## src/rtl/fighter_anim_pkg.sv

```systemverilog
// Shared definitions for the fighter animation controller: code map, states, hold default.
package fighter_anim_pkg;

    localparam int unsigned ANIM_W       = 6;
    localparam int unsigned HOLD_W       = 4;
    localparam int unsigned HOLD_DEFAULT = 6;

    // Animation codes driving the sprite color mapper select input
    localparam logic [ANIM_W-1:0] A_START     = 6'd0;
    localparam logic [ANIM_W-1:0] A_IDLE_0    = 6'd1;
    localparam logic [ANIM_W-1:0] A_IDLE_1    = 6'd2;
    localparam logic [ANIM_W-1:0] A_IDLE_2    = 6'd3;
    localparam logic [ANIM_W-1:0] A_WALK_IN   = 6'd4;
    localparam logic [ANIM_W-1:0] A_WALK_0    = 6'd5;
    localparam logic [ANIM_W-1:0] A_WALK_1    = 6'd6;
    localparam logic [ANIM_W-1:0] A_WALK_2    = 6'd7;
    localparam logic [ANIM_W-1:0] A_PUNCH_0   = 6'd8;
    localparam logic [ANIM_W-1:0] A_PUNCH_1   = 6'd9;
    localparam logic [ANIM_W-1:0] A_PUNCH_2   = 6'd10;
    localparam logic [ANIM_W-1:0] A_PUNCH_3   = 6'd11;
    localparam logic [ANIM_W-1:0] A_STUN_0    = 6'd12;
    localparam logic [ANIM_W-1:0] A_STUN_1    = 6'd13;
    localparam logic [ANIM_W-1:0] A_STUN_2    = 6'd14;
    localparam logic [ANIM_W-1:0] A_STUN_3    = 6'd15;
    localparam logic [ANIM_W-1:0] A_KICK_0    = 6'd16;
    localparam logic [ANIM_W-1:0] A_KICK_1    = 6'd17;
    localparam logic [ANIM_W-1:0] A_KICK_2    = 6'd18;
    localparam logic [ANIM_W-1:0] A_KICK_3    = 6'd19;
    localparam logic [ANIM_W-1:0] A_CROUCH    = 6'd20;
    localparam logic [ANIM_W-1:0] A_CKICK_0   = 6'd21;
    localparam logic [ANIM_W-1:0] A_CKICK_1   = 6'd22;
    localparam logic [ANIM_W-1:0] A_CKICK_2   = 6'd23;
    localparam logic [ANIM_W-1:0] A_JUMP_0    = 6'd24;
    localparam logic [ANIM_W-1:0] A_JUMP_1    = 6'd25;
    localparam logic [ANIM_W-1:0] A_JUMP_2    = 6'd26;
    localparam logic [ANIM_W-1:0] A_JUMP_3    = 6'd27;
    localparam logic [ANIM_W-1:0] A_JUMP_4    = 6'd28;
    localparam logic [ANIM_W-1:0] A_SPECIAL_0 = 6'd29;
    localparam logic [ANIM_W-1:0] A_SPECIAL_1 = 6'd30;
    localparam logic [ANIM_W-1:0] A_SPECIAL_2 = 6'd31;
    localparam logic [ANIM_W-1:0] A_SPECIAL_3 = 6'd32;
    localparam logic [ANIM_W-1:0] A_KO_0      = 6'd33;
    localparam logic [ANIM_W-1:0] A_KO_1      = 6'd34;
    localparam logic [ANIM_W-1:0] A_KO_2      = 6'd35;

    typedef enum logic [3:0] {
        ST_IDLE,
        ST_WALK,
        ST_CROUCH,
        ST_PUNCH,
        ST_KICK,
        ST_CKICK,
        ST_JUMP,
        ST_SPECIAL,
        ST_HITSTUN,
        ST_KO
    } anim_state_t;

    // Frames in which the hitbox is live
    function automatic logic is_attack_code(input logic [ANIM_W-1:0] code);
        return (code == A_PUNCH_2) || (code == A_KICK_2) || (code == A_CKICK_1) ||
               (code == A_SPECIAL_2) || (code == A_SPECIAL_3);
    endfunction

    // Every state outside the interruptible ones is a committed sequence
    function automatic logic is_busy_state(input anim_state_t st);
        return !((st == ST_IDLE) || (st == ST_WALK) || (st == ST_CROUCH));
    endfunction

endpackage

```

## src/rtl/fighter_anim_ctrl_anim_step_timer.sv

```systemverilog
// Hold counter: counts frame ticks and flags the tick that ends a hold period.
module anim_step_timer
    import fighter_anim_pkg::*;
#(
    parameter int unsigned HOLD = HOLD_DEFAULT
)
(
    input  logic Clk,
    input  logic Reset_n,
    input  logic frame_tick,
    input  logic clear,
    output logic step_c
);

    localparam logic [HOLD_W-1:0] LAST = HOLD_W'(HOLD - 1);

    logic [HOLD_W-1:0] count;

    assign step_c = frame_tick && (count == LAST);

    // Count ticks; wrap at end of period, clear on immediate events
    always_ff @(posedge Clk or negedge Reset_n) begin
        if (!Reset_n) begin
            count <= '0;
        end else if (clear || step_c) begin
            count <= '0;
        end else if (frame_tick) begin
            count <= count + HOLD_W'(1);
        end
    end

endmodule

```

## src/rtl/fighter_anim_ctrl.sv

```systemverilog
// Fighter animation sequencer: picks the sprite animation code from commands and damage events.
module fighter_anim_ctrl
    import fighter_anim_pkg::*;
#(
    parameter int unsigned HOLD = HOLD_DEFAULT
)
(
    input  logic       Clk,
    input  logic       Reset_n,
    input  logic       frame_tick,
    input  logic       left,
    input  logic       right,
    input  logic       crouch,
    input  logic       punch,
    input  logic       kick,
    input  logic       jump,
    input  logic       special,
    input  logic       hit,
    input  logic       ko,
    input  logic       round_reset,
    output logic [5:0] anim_code,
    output logic       step_strobe,
    output logic       attack_active,
    output logic       busy
);

    anim_state_t       state;
    anim_state_t       state_nxt;
    logic [ANIM_W-1:0] code_nxt;
    logic              clear_c;
    logic              step_c;
    logic              walk_c;

    assign walk_c = left ^ right;

    anim_step_timer #(.HOLD(HOLD)) u_timer (
        .Clk        (Clk),
        .Reset_n    (Reset_n),
        .frame_tick (frame_tick),
        .clear      (clear_c),
        .step_c     (step_c)
    );

    // Next state/code: immediate events first, then one advance per hold period
    always_comb begin
        state_nxt = state;
        code_nxt  = anim_code;
        clear_c   = 1'b0;
        if (round_reset) begin
            state_nxt = ST_IDLE;
            code_nxt  = A_START;
            clear_c   = 1'b1;
        end else if (ko) begin
            state_nxt = ST_KO;
            code_nxt  = A_KO_0;
            clear_c   = 1'b1;
        end else if (hit && (state != ST_KO) && (state != ST_SPECIAL) && (state != ST_HITSTUN)) begin
            state_nxt = ST_HITSTUN;
            code_nxt  = A_STUN_0;
            clear_c   = 1'b1;
        end else if (step_c) begin
            case (state)
                ST_IDLE, ST_WALK, ST_CROUCH: begin
                    if (special) begin
                        state_nxt = ST_SPECIAL;
                        code_nxt  = A_SPECIAL_0;
                    end else if (jump) begin
                        state_nxt = ST_JUMP;
                        code_nxt  = A_JUMP_0;
                    end else if (crouch && kick) begin
                        state_nxt = ST_CKICK;
                        code_nxt  = A_CKICK_0;
                    end else if (crouch) begin
                        state_nxt = ST_CROUCH;
                        code_nxt  = A_CROUCH;
                    end else if (kick) begin
                        state_nxt = ST_KICK;
                        code_nxt  = A_KICK_0;
                    end else if (punch) begin
                        state_nxt = ST_PUNCH;
                        code_nxt  = A_PUNCH_0;
                    end else if (walk_c) begin
                        state_nxt = ST_WALK;
                        if (state != ST_WALK) begin
                            code_nxt = A_WALK_IN;
                        end else if (anim_code == A_WALK_2) begin
                            code_nxt = A_WALK_0;
                        end else begin
                            code_nxt = anim_code + 6'd1;
                        end
                    end else begin
                        state_nxt = ST_IDLE;
                        if ((state == ST_IDLE) && (anim_code != A_IDLE_2)) begin
                            code_nxt = anim_code + 6'd1;
                        end else begin
                            code_nxt = A_IDLE_0;
                        end
                    end
                end
                ST_PUNCH, ST_KICK, ST_JUMP, ST_SPECIAL, ST_HITSTUN: begin
                    if ((anim_code == A_PUNCH_3) || (anim_code == A_KICK_3) ||
                        (anim_code == A_JUMP_4) || (anim_code == A_SPECIAL_3) ||
                        (anim_code == A_STUN_3)) begin
                        state_nxt = ST_IDLE;
                        code_nxt  = A_IDLE_0;
                    end else begin
                        code_nxt = anim_code + 6'd1;
                    end
                end
                ST_CKICK: begin
                    if (anim_code != A_CKICK_2) begin
                        code_nxt = anim_code + 6'd1;
                    end else if (crouch) begin
                        state_nxt = ST_CROUCH;
                        code_nxt  = A_CROUCH;
                    end else begin
                        state_nxt = ST_IDLE;
                        code_nxt  = A_IDLE_0;
                    end
                end
                ST_KO: begin
                    if (anim_code != A_KO_2) begin
                        code_nxt = anim_code + 6'd1;
                    end
                end
                default: begin
                    state_nxt = ST_IDLE;
                    code_nxt  = A_IDLE_0;
                end
            endcase
        end
    end

    // State, code and flags registered together so the flags line up with anim_code
    always_ff @(posedge Clk or negedge Reset_n) begin
        if (!Reset_n) begin
            state         <= ST_IDLE;
            anim_code     <= A_START;
            step_strobe   <= 1'b0;
            attack_active <= 1'b0;
            busy          <= 1'b0;
        end else begin
            state         <= state_nxt;
            anim_code     <= code_nxt;
            step_strobe   <= (code_nxt != anim_code);
            attack_active <= is_attack_code(code_nxt);
            busy          <= is_busy_state(state_nxt);
        end
    end

endmodule

```

## config.mk

```make
export PLATFORM = sky130hd
export DESIGN_NAME = fighter_anim_ctrl
export DESIGN_NICKNAME = d
export VERILOG_FILES = /design/src/rtl/fighter_anim_pkg.sv /design/src/rtl/fighter_anim_ctrl_anim_step_timer.sv /design/src/rtl/fighter_anim_ctrl.sv
export SDC_FILE = /design/constraint.sdc
export NUM_CORES = 1
export LEC_CHECK = 0
export CAP_MARGIN = 10
export CORE_AREA = 2 2 61 63
export CTS_BUF_LIST = sky130_fd_sc_hd__clkbuf_4 sky130_fd_sc_hd__clkbuf_8 sky130_fd_sc_hd__clkbuf_16
export CTS_CLUSTER_SIZE = 24
export DETAILED_ROUTE_END_ITERATION = 8
export DIE_AREA = 0 0 63 65
export HOLD_SLACK_MARGIN = 0.1
export PLACE_DENSITY = 0.83
export REMOVE_ABC_BUFFERS = 1
export SLEW_MARGIN = 10
export SYNTH_ARGS = -nofsm -noshare
export SYNTH_HDL_FRONTEND = slang
export SYNTH_SLANG_ARGS = --single-unit
```

## constraint.sdc

```tcl
create_clock -name Clk -period 3.3 [get_ports Clk]
set_input_delay 0.33 -clock Clk [delete_from_list [all_inputs] [get_ports Clk]]
set_output_delay 0.33 -clock Clk [all_outputs]
set_load 0.01 [all_outputs]
```

==> flow_metrics.py <==
metrics = {
    "critical_path": {
        "cp-end-kind": "register",
        "critPathArrivalTime_ns": 3.15,
        "r2r_setup_slack_ns": 0.37,
        "r2r-end": "attack_active$_DFF_PN0_",
        "crit_required_ns": 3.52,
        "startpoint_type": "register",
        "cp_max_fo": 10,
        "path_class": "reg2reg",
        "timing.rr.start": "anim_code[0]$_DFF_PN0_",
        "worstRegToRegCells": 9,
        "crit_end": "attack_active$_DFF_PN0_",
        "crit_path_start": "anim_code[0]$_DFF_PN0_",
    },
    "power_and_ir_drop": {
        "ir_drop_v": 0.0002529,
        "power_density_nw_per_um2": 238.3,
        "clkPwrFrac_pct": 21.0,
        "swShare_pct": 33.97,
        "intPower_uw": 342.8,
        "power.share.combinational_pct": 34.7,
        "seq_power_share_pct": 44.2,
        "p_leak_uw": 0.0008910,
        "p_sw_uw": 176.4,
    },
    "logic_synthesis": {
        "synth_mux_area_share_pct": 1.680,
        "synth_area_um2": 1862,
        "synthArstFlopShare_pct": 100.0,
        "synth_xor_xnor_area_share_pct": 5.645,
        "syn_inst": 235,
        "ys.flop_type": "dfrtp_1",
        "synthDistinctLibCells": 63,
        "synthSimpleGateAreaFrac_pct": 29.03,
        "synth_top_family_by_area": "compound AO/OA/AOI/OAI gates",
        "synth-edff-count": 0,
        "synth_seq_area_share_pct": 22.85,
        "synth_fa_ha_area_share_pct": 3.360,
        "ys_ff_latch": 17,
        "synth_compound_area_share_pct": 32.19,
        "yosysWarnings": 0,
        "postSynthAreaPerCell_um2": 7.922,
    },
    "timing": {
        "finalMaxSlewViolations": 0,
        "layout_min_cycle_time_ns": 2.934,
        "fmax_ghz": 0.3409,
        "finalSetupViolCount": 0,
        "tightest_slew_ns": 0.7570,
        "setup_tns_ns": 0,
        "rsz0062_at_grt": "false",
        "skew_ns": 0.007249,
        "relSlewSlack_pct": 49.37,
        "finalCritPeriodShare_pct": 88.90,
        "timing.hold.ws_ns": 0.4741,
        "final-hold-violation-count": 0,
    },
    "place": {
        "post-place-cells": 300,
        "io_buffers": 21,
        "gp_congestion": 1.011,
        "dp.final_hpwl_mm": 3.900,
    },
    "route": {
        "drc": 0,
        "dr.pass1.iters": 4,
        "routedWlPerCell_um": 16.96,
        "num_vias": 1927,
        "ant_nets": 0,
        "vias_per_cell": 6.339,
        "wirelength_mm": 5.156,
        "drtIter0Drc": 181,
    },
    "clock_tree": {
        "htreeDepth": 1,
        "cts_made_buffers": 3,
        "cts_resized": 0,
        "post_cts_buffers": 0,
        "ctsRootBufferMaster": "clkbuf_4",
        "path_clk_slew_ns": 0.10,
        "insertion_delay_ns": 0.29,
        "clock_path_buffers": 2,
        "cts_sinks": 17,
        "cts_tree": "done",
        "hold_buffers": 0,
    },
    "floorplanning": {
        "die_w_um": 63,
        "die_area_um2": 4095,
        "initial_core_util_pct": 53.26,
        "core_area_um2": 3496,
        "die_h_um": 65,
        "rows": 22,
        "io_pins": 22,
    },
    "worst_hold_path": {
        "holdCritPathClass": "in2async",
    },
    "finish": {
        "drive_above_1_share_pct": 10.55,
        "final_nets": 275,
        "antenna_cells": 0,
        "final_util_pct": 62.31,
        "area_growth_syn_to_layout_pct": 17.00,
        "final_cell_count_no_fill": 304,
    },
    "grt": {
        "antenna_found_initial": 0,
        "first_global_vias": 1772,
        "track_usage_pct": 25.91,
        "grt_first_pass_wirelength_mm": 8.404,
        "grt-ovfl-total": 0,
        "grt_max_degree": 18,
    },
    "status": {
        "outcome": "finished clean",
    },
    "flow_run": {
        "max_cap_violations": 0,
    },
}
-- how the worst min path moves through the flow --
stage                                             from                      endpoint
after detailed placement  u_timer.count[3]$_DFFE_PN0P_  u_timer.count[3]$_DFFE_PN0P_
after CTS                                      Reset_n  u_timer.count[1]$_DFFE_PN0P_
after global routing                           Reset_n  u_timer.count[0]$_DFFE_PN0P_
after global placement    u_timer.count[3]$_DFFE_PN0P_  u_timer.count[3]$_DFFE_PN0P_
final                                          Reset_n  u_timer.count[0]$_DFFE_PN0P_
after floorplan                                Reset_n        anim_code[0]$_DFF_PN0_
-- per-layer routing --
layer  GRT usage (%)  vias up  routed length [µm]
met5               0        -                   0
met4           7.222        0                  93
met3           3.125       13                 383
met2           45.21       98                2480
met1           33.73      887                2198
li1                -      929                   -
-- synthesized netlist by cell type, types with 4 or more instances --
| cell | n | area share (%) |
|---|---|---|
| ha_1 | 5 | 3.4 |
| nand2b_1 | 4 | 1.3 |
| clkbuf_1 | 7 | 1.4 |
| nor3_1 | 7 | 1.9 |
| a21oi_1 | 13 | 3.5 |
| nor2b_1 | 6 | 2.0 |
| nand2_1 | 13 | 2.6 |
| dfrtp_1 | 17 | 23 |
| xnor2_1 | 6 | 2.8 |
| o21a_1 | 6 | 2.4 |
| a211oi_1 | 11 | 4.4 |
| o21ai_0 | 12 | 3.2 |
| xor2_1 | 6 | 2.8 |
| inv_1 | 9 | 1.8 |
| nand3_1 | 11 | 3.0 |
| nor2_1 | 22 | 4.4 |
| and3_1 | 4 | 1.3 |
| buf_2 | 6 | 1.6 |
-- critical path: stages, from the launching register on --
cell	delay, ns
dfrtp_1	0.55
ha_1	0.27
or4b_4	0.50
o211ai_2	0.20
a21oi_1	0.09
a2111o_1	0.40
a221oi_4	0.30
nand2b_1	0.10
or3_1	0.30
a22oi_1	0.13
-- power groups by stage --
stage / clock network, µW / registers (µW) / logic (µW)
after floorplan: 0 / 238 / 95.3
after global placement: 0 / 233 / 174
after detailed placement: 0 / 234 / 176
after CTS: 115 / 230 / 177
after global routing: 122 / 231 / 194
final: 109 / 230 / 180
-- metrics by stage --
stage	cell area, µm²	setup slack (ns)	total power (µW)
floorplan	1798	0.5537	333.8
global placement	2151	0.4559	407.2
detailed placement	2151	0.4022	409.3
CTS	2178	0.3818	522.0
global route	2178	0.1769	546.8
finish	2178	0.3663	519.1
-- registers in the layout, indices dropped and copies added, names as in the netlist --
signal,cells
busy,1
attack_active,1
state,4
anim_code,6
u_timer.count,4
step_strobe,1
-- cells in the final DEF, fill, tap and decap left out, drive strengths merged, types with 6 or more instances in the layout --
cell           netlist  final
o21ai               12     12
a21oi               13     13
clkdlybuf4s50        0     21
nor2b                6      6
xnor2                6      6
a211oi              12     12
buf                  8     11
inv                  9      9
nand2               13     13
dfrtp               17     17
o21a                 6      6
nand3               11     11
xor2                 6      6
nor3                 7      7
nor2                22     22
-- area by class of cell --
cell class                      instances  area [µm²]
Clock inverter                          1       5.005
Inverter                                9       33.78
Fill cell                             318        1318
Sequential cell                        17       425.4
Clock buffer                            3       22.52
Multi-Input combinational cell        194        1339
Tap cell                               48       60.06
Timing Repair Buffer                   32       292.8
-- kinds of logic (layout without fill, tap and decap cells) --
kind of cell / after synthesis / after routing
buffers and inverters: 24 / 45
AOI/OAI and AO/OA: 79 / 79
adders and majority gates: 5 / 5
and+or+nand+nor: 95 / 95
muxes: 3 / 3
DFF: 17 / 17
xor gates and xnor gates: 12 / 12
Power figures use the tool's default switching activity.
